==> src/rtl/code_sequencer_pkg.sv <==
// code_seq_pkg: types and constants shared by the code_sequencer block.
//   state_e   : scheduler FSM states (IDLE, GRANT, GAP)
//   CODE_OFF  : lane code that switches every decoder lane off
//   LANES     : number of requesters / decoder lanes
//   lane2code : lane index (0..7) -> decoder lane code (1..8)
package code_seq_pkg;

    typedef enum logic [1:0] {
        IDLE  = 2'd0,
        GRANT = 2'd1,
        GAP   = 2'd2
    } state_e;

    localparam logic [3:0] CODE_OFF = 4'd0;
    localparam int         LANES    = 8;

    function automatic logic [3:0] lane2code(input logic [2:0] lane);
        return {1'b0, lane} + 4'd1;
    endfunction

endpackage

==> src/rtl/code_sequencer_rr_pick.sv <==
// rr_pick: combinational round-robin picker.
//   req_i   [7:0] : level requests, bit i = lane i
//   ptr_i   [2:0] : highest-priority lane for this pick
//   valid_o       : at least one request is set
//   idx_o   [2:0] : first set request at or after ptr_i, searching cyclically
module rr_pick
    import code_seq_pkg::*;
(
    input  logic [LANES-1:0] req_i,
    input  logic [2:0]       ptr_i,
    output logic             valid_o,
    output logic [2:0]       idx_o
);

    logic [2*LANES-1:0] dbl;
    logic [LANES-1:0]   rot;
    logic [2:0]         off;

    always_comb begin
        // Rotate so that lane ptr_i lands on bit 0, then lowest-set-bit wins.
        dbl     = {req_i, req_i} >> ptr_i;
        rot     = dbl[LANES-1:0];
        valid_o = |req_i;
        off     = 3'd0;
        for (int i = LANES - 1; i >= 0; i--) begin
            if (rot[i]) off = 3'(i);
        end
        // 3-bit add wraps, which undoes the rotation.
        idx_o = off + ptr_i;
    end

endmodule

==> src/rtl/code_sequencer.sv <==
// code_sequencer: round-robin scheduler that shares one 8-lane one-hot decoder
// among 8 requesters. Each grant lasts a programmed dwell and is followed by an
// all-off gap so the downstream registered decoder breaks before it makes.
//   clk        : clock, all logic on posedge
//   rst        : synchronous active-high reset
//   en         : scheduler enable
//   req  [7:0] : level requests, bit i -> lane code i+1
//   cfg_dwell  : grant length in cycles (0 selects DWELL_DEF), sampled at grant start
//   code [3:0] : registered lane code, 0 = all off, k = lane k-1
//   busy       : registered, high whenever the FSM is not IDLE
//   done       : registered one-cycle pulse on the first cycle after a grant ends
//   state_dbg  : current FSM state, for observation only
module code_sequencer
    import code_seq_pkg::*;
#(
    parameter int CNT_W     = 16,
    parameter int DWELL_DEF = 16,
    parameter int GAP_CYC   = 1
) (
    input  logic             clk,
    input  logic             rst,
    input  logic             en,
    input  logic [7:0]       req,
    input  logic [CNT_W-1:0] cfg_dwell,
    output logic [3:0]       code,
    output logic             busy,
    output logic             done,
    output logic [1:0]       state_dbg
);

    localparam logic [CNT_W-1:0] DWELL_D = CNT_W'(DWELL_DEF);
    localparam logic [CNT_W-1:0] GAP_W   = CNT_W'(GAP_CYC);
    localparam logic [CNT_W-1:0] ONE     = CNT_W'(1);

    state_e           state_q, state_d;
    logic [2:0]       ptr_q, ptr_d;
    logic [2:0]       lane_q, lane_d;
    logic [CNT_W-1:0] dwell_q, dwell_d;
    logic [CNT_W-1:0] cnt_q, cnt_d;     // grant cycle count in GRANT, gap count in GAP
    logic [3:0]       code_q, code_d;
    logic             busy_q, busy_d;
    logic             done_q, done_d;

    logic             pick_valid;
    logic [2:0]       pick_idx;
    logic             start;            // a new grant begins next cycle
    logic             grant_end;        // current grant ends this cycle

    rr_pick u_pick (
        .req_i   (req),
        .ptr_i   (ptr_q),
        .valid_o (pick_valid),
        .idx_o   (pick_idx)
    );

    // State register, including the registered outputs.
    always_ff @(posedge clk) begin
        if (rst) begin
            state_q <= IDLE;
            ptr_q   <= 3'd0;
            lane_q  <= 3'd0;
            dwell_q <= '0;
            cnt_q   <= '0;
            code_q  <= CODE_OFF;
            busy_q  <= 1'b0;
            done_q  <= 1'b0;
        end else begin
            state_q <= state_d;
            ptr_q   <= ptr_d;
            lane_q  <= lane_d;
            dwell_q <= dwell_d;
            cnt_q   <= cnt_d;
            code_q  <= code_d;
            busy_q  <= busy_d;
            done_q  <= done_d;
        end
    end

    // Next-state logic.
    always_comb begin
        state_d   = state_q;
        ptr_d     = ptr_q;
        lane_d    = lane_q;
        dwell_d   = dwell_q;
        cnt_d     = cnt_q;
        start     = 1'b0;
        grant_end = 1'b0;

        case (state_q)
            IDLE: begin
                if (en && pick_valid) start = 1'b1;
            end
            GRANT: begin
                // Expiry, release and disable all collapse into one exit.
                if (cnt_q == dwell_q || !req[lane_q] || !en) begin
                    grant_end = 1'b1;
                    state_d   = GAP;
                    cnt_d     = ONE;
                end else begin
                    cnt_d = cnt_q + ONE;
                end
            end
            GAP: begin
                if (cnt_q >= GAP_W) begin
                    // Chain straight into the next grant to avoid an idle cycle.
                    if (en && pick_valid) begin
                        start = 1'b1;
                    end else begin
                        state_d = IDLE;
                        cnt_d   = '0;
                    end
                end else begin
                    cnt_d = cnt_q + ONE;
                end
            end
            default: begin
                state_d = IDLE;
                cnt_d   = '0;
            end
        endcase

        if (start) begin
            state_d = GRANT;
            lane_d  = pick_idx;
            ptr_d   = pick_idx + 3'd1;
            dwell_d = (cfg_dwell == '0) ? DWELL_D : cfg_dwell;
            cnt_d   = ONE;
        end
    end

    // Output logic: outputs are registered, so derive them from the next state.
    always_comb begin
        code_d = (state_d == GRANT) ? lane2code(lane_d) : CODE_OFF;
        busy_d = (state_d != IDLE);
        done_d = grant_end;
    end

    assign code      = code_q;
    assign busy      = busy_q;
    assign done      = done_q;
    assign state_dbg = state_q;

endmodule

==> config.mk <==
export PLATFORM = sky130hd
export DESIGN_NAME = code_sequencer
export DESIGN_NICKNAME = d
export VERILOG_FILES = /design/src/rtl/code_sequencer_pkg.sv /design/src/rtl/code_sequencer_rr_pick.sv /design/src/rtl/code_sequencer.sv
export SDC_FILE = /design/constraint.sdc
export NUM_CORES = 1
export LEC_CHECK = 0
export BUFFER_PORTS_ARGS = -buffer_cell sky130_fd_sc_hd__buf_2
export CORE_MARGIN = 2
export CORE_UTILIZATION = 58
export DETAILED_ROUTE_END_ITERATION = 12
export PLACE_DENSITY = 0.85
export SLEW_MARGIN = 10
export SYNTH_ARGS = -nofsm -noshare
export SYNTH_HDL_FRONTEND = slang
export SYNTH_HIERARCHICAL = 1
export SYNTH_SLANG_ARGS = --single-unit
==> constraint.sdc <==
create_clock -name clk -period 4.1 [get_ports clk]
set_input_delay 0.41 -clock clk [delete_from_list [all_inputs] [get_ports clk]]
set_output_delay 0.41 -clock clk [all_outputs]
set_load 0.005 [all_outputs]
==> metrics <==
Max Cap Viol 0; first-pass GRT wire length 10800 um; clock period minus worst slack 3790 ps; CP Launch Type flop; syn nets 340; largest net degree at the start of global routing 24; Skew-Pair Late Insertion Delay 300 ps; Crit Path Max Fanout 7; vias in the first global route 2344; P_leak 1.32 nW; Crit. End Element flop; Final Skew 6.78 ps; layout cells sized above 1 0.200; mapped cell area 2900 um^2; # Post-CTS Setup Buffers 0; post-synthesis area per instance 9.58 um^2; root buf cell clkbuf_8; Rel. slew slack 0.424; hold depth 2; Tot GR Track Use 0.251; Routed wire per std cell 15.9 um; RSZ-0062 raised after global routing no; Ports 35; Vias/cell 6.05; fin crit share 0.924; Worst Setup SP ptr_q[0]; critical setup path kind reg2reg; final setup TNS 0 ps; PD cells 505 nW/um^2; Hold Crit Class in2reg; CTS clk-pin slew, worst paths 90 ps; fmax 0.264 GHz; RR Startpoint ptr_q[0]; Nets 371; die width 74.7 um; Hold Buf Count CTS 0; Port Buffers 34; post-layout util 0.668; status finished clean; Post-Place Cell Area 3110 um^2; GP Congestion 0.879; Post-DRT Antenna Nets 0; htree depth 2; Final Cell Area 3200 um^2; die area 5590 um^2; Seq/Total Area, Yosys 0.317; worst path arrival time 3990 ps; Top FF cell, synth dfxtp_1; Worst EP required 4300 ps; Pwr Total 1.61 mW; final hold vios 0; initial drt markers 236; synth cell count leaders 46 x dfxtp_1, 29 x xor2_1, 27 x nor2_1; Peak supply drop 0.000307 V; area share of the largest cell type after synthesis 0.317; via count 2434; Async S/R FF share, synth 0; DR pass1 iterations 4; Area contributors post-synth dfxtp_1 32%, xor2_1 8.8%, mux4_1 6.3%; CTS tree yes; total CTS buffers 5; initial antenna violation count 0; post-detail-place hpwl 4690 um; Die Y 74.7 um; area grow syn2layout 10.1%; Ant. Diodes 0; number of synthesized flops with an enable pin 0; Non-Filler Instances 402; post-synth cell types 59; placement row count 25; Final Routed Wirelength 6400 um; Seq cells post-synth 46; total grt overflow 0; area leader, netlist dfxtp_1; Ys Warns 6; CTS-repair resized insts 0; Worst Tran Pin Value 861 ps; Post-Syn Instances 303; fin. max-slew vios 0; Final Setup Violations 0; Max Root-Sink Buffers 2; flop-to-flop setup slack 310 ps; # DRC 0; most numerous cell in the Yosys netlist dfxtp_1; Num Clock Sinks 46; DP Cell Count 394; Worst R2R Path Depth 12; Worst R2R End code[3]; initial core utilization 0.607; core area 4790 um^2; Worst Hold End dwell_q[8]; worst hold start cfg_dwell[8]
[area by class of cell]
| class | instances | area (um^2) |
|---|---|---|
| Inverter | 11 | 41.3 |
| Multi-Input combinational cell | 232 | 1860 |
| Clock inverter | 2 | 13.8 |
| Timing Repair Buffer | 38 | 200 |
| Sequential cell | 46 | 921 |
| Tap cell | 67 | 83.8 |
| Fill cell | 399 | 1590 |
| Clock buffer | 6 | 72.6 |
[power by group]
| group | leakage [nW] | switching, mW | total [mW] | internal (mW) |
|---|---|---|---|---|
| Sequential | 0.375 | 0.0637 | 0.564 | 0.500 |
| Combinational | 0.897 | 0.421 | 0.770 | 0.349 |
| Clock | 0.0452 | 0.158 | 0.279 | 0.121 |
[critical path, cell delays in order, from the launching register on]
cell	delay, ps
dfxtp_1	490
mux4_1	620
mux2i_1	280
o311ai_0	200
a21bo_2	240
a31oi_1	200
ha_1	170
inv_1	50
fa_1	370
xnor2_1	150
xnor2_1	390
nand4_1	170
a2111oi_2	360
[sequential cells by signal, indices dropped and copies added (netlist names)]
register,cells
dwell_q,16
cnt_q,16
lane_q,3
state_dbg,2
ptr_q,3
done,1
code,4
busy,1
[stage by stage]
stage	hold WS, ps	setup WS (ps)
final	336	312
after global routing	334	23.4
after CTS	331	339
after detailed placement	459	361
after global placement	454	547
after floorplan	444	700
[layer usage]
metal,vias to the layer above,share of wire,global-route usage
met4,0,0.023,0.0933
li1,1191,-,-
met2,87,0.50,0.429
met1,1138,0.43,0.312
met3,18,0.049,0.0522
met5,-,0,0
[cells by family after synthesis]
logic type | after synthesis | synth area share
compound gates | 54 | 0.160
xor+xnor | 37 | 0.112
fa+ha+maj | 10 | 0.0457
buf+inv | 25 | 0.0409
flops | 46 | 0.317
mux | 20 | 0.120
simple gates | 111 | 0.204
[cell usage in the layout (no fill, tap or decap), drive strengths merged, types with 2 or more instances in the layout]
| cell type | count |
|---|---|
| and2 | 2 |
| clkinv | 2 |
| xor2 | 29 |
| a211oi | 6 |
| and3 | 5 |
| a2111oi | 2 |
| mux2 | 5 |
| a21oi | 11 |
| o311ai | 2 |
| nand4 | 8 |
| nor4 | 13 |
| nor3 | 6 |
| a211o | 2 |
| a21boi | 2 |
| buf | 38 |
| nand3 | 9 |
| nor2b | 2 |
| inv | 11 |
| or4 | 4 |
| nand2 | 25 |
| o21ai | 3 |
| ha | 9 |
| clkbuf | 6 |
| mux4 | 9 |
| dfxtp | 46 |
| nor2 | 28 |
| a31oi | 4 |
| o211ai | 2 |
| and4 | 2 |
| nor4b | 2 |
| a22o | 13 |
| mux2i | 6 |
| xnor2 | 8 |
[worst max path at each step]
stage | slack, ps | endpoint | cells after the start
global route | 20 | code[3] | 12
finish | 310 | code[3] | 12
global placement | 550 | code[3] | 13
detailed placement | 360 | code[3] | 13
CTS | 340 | code[3] | 12
floorplan | 700 | code[3] | 13
No activity file was read; power rests on OpenSTA's default activity.
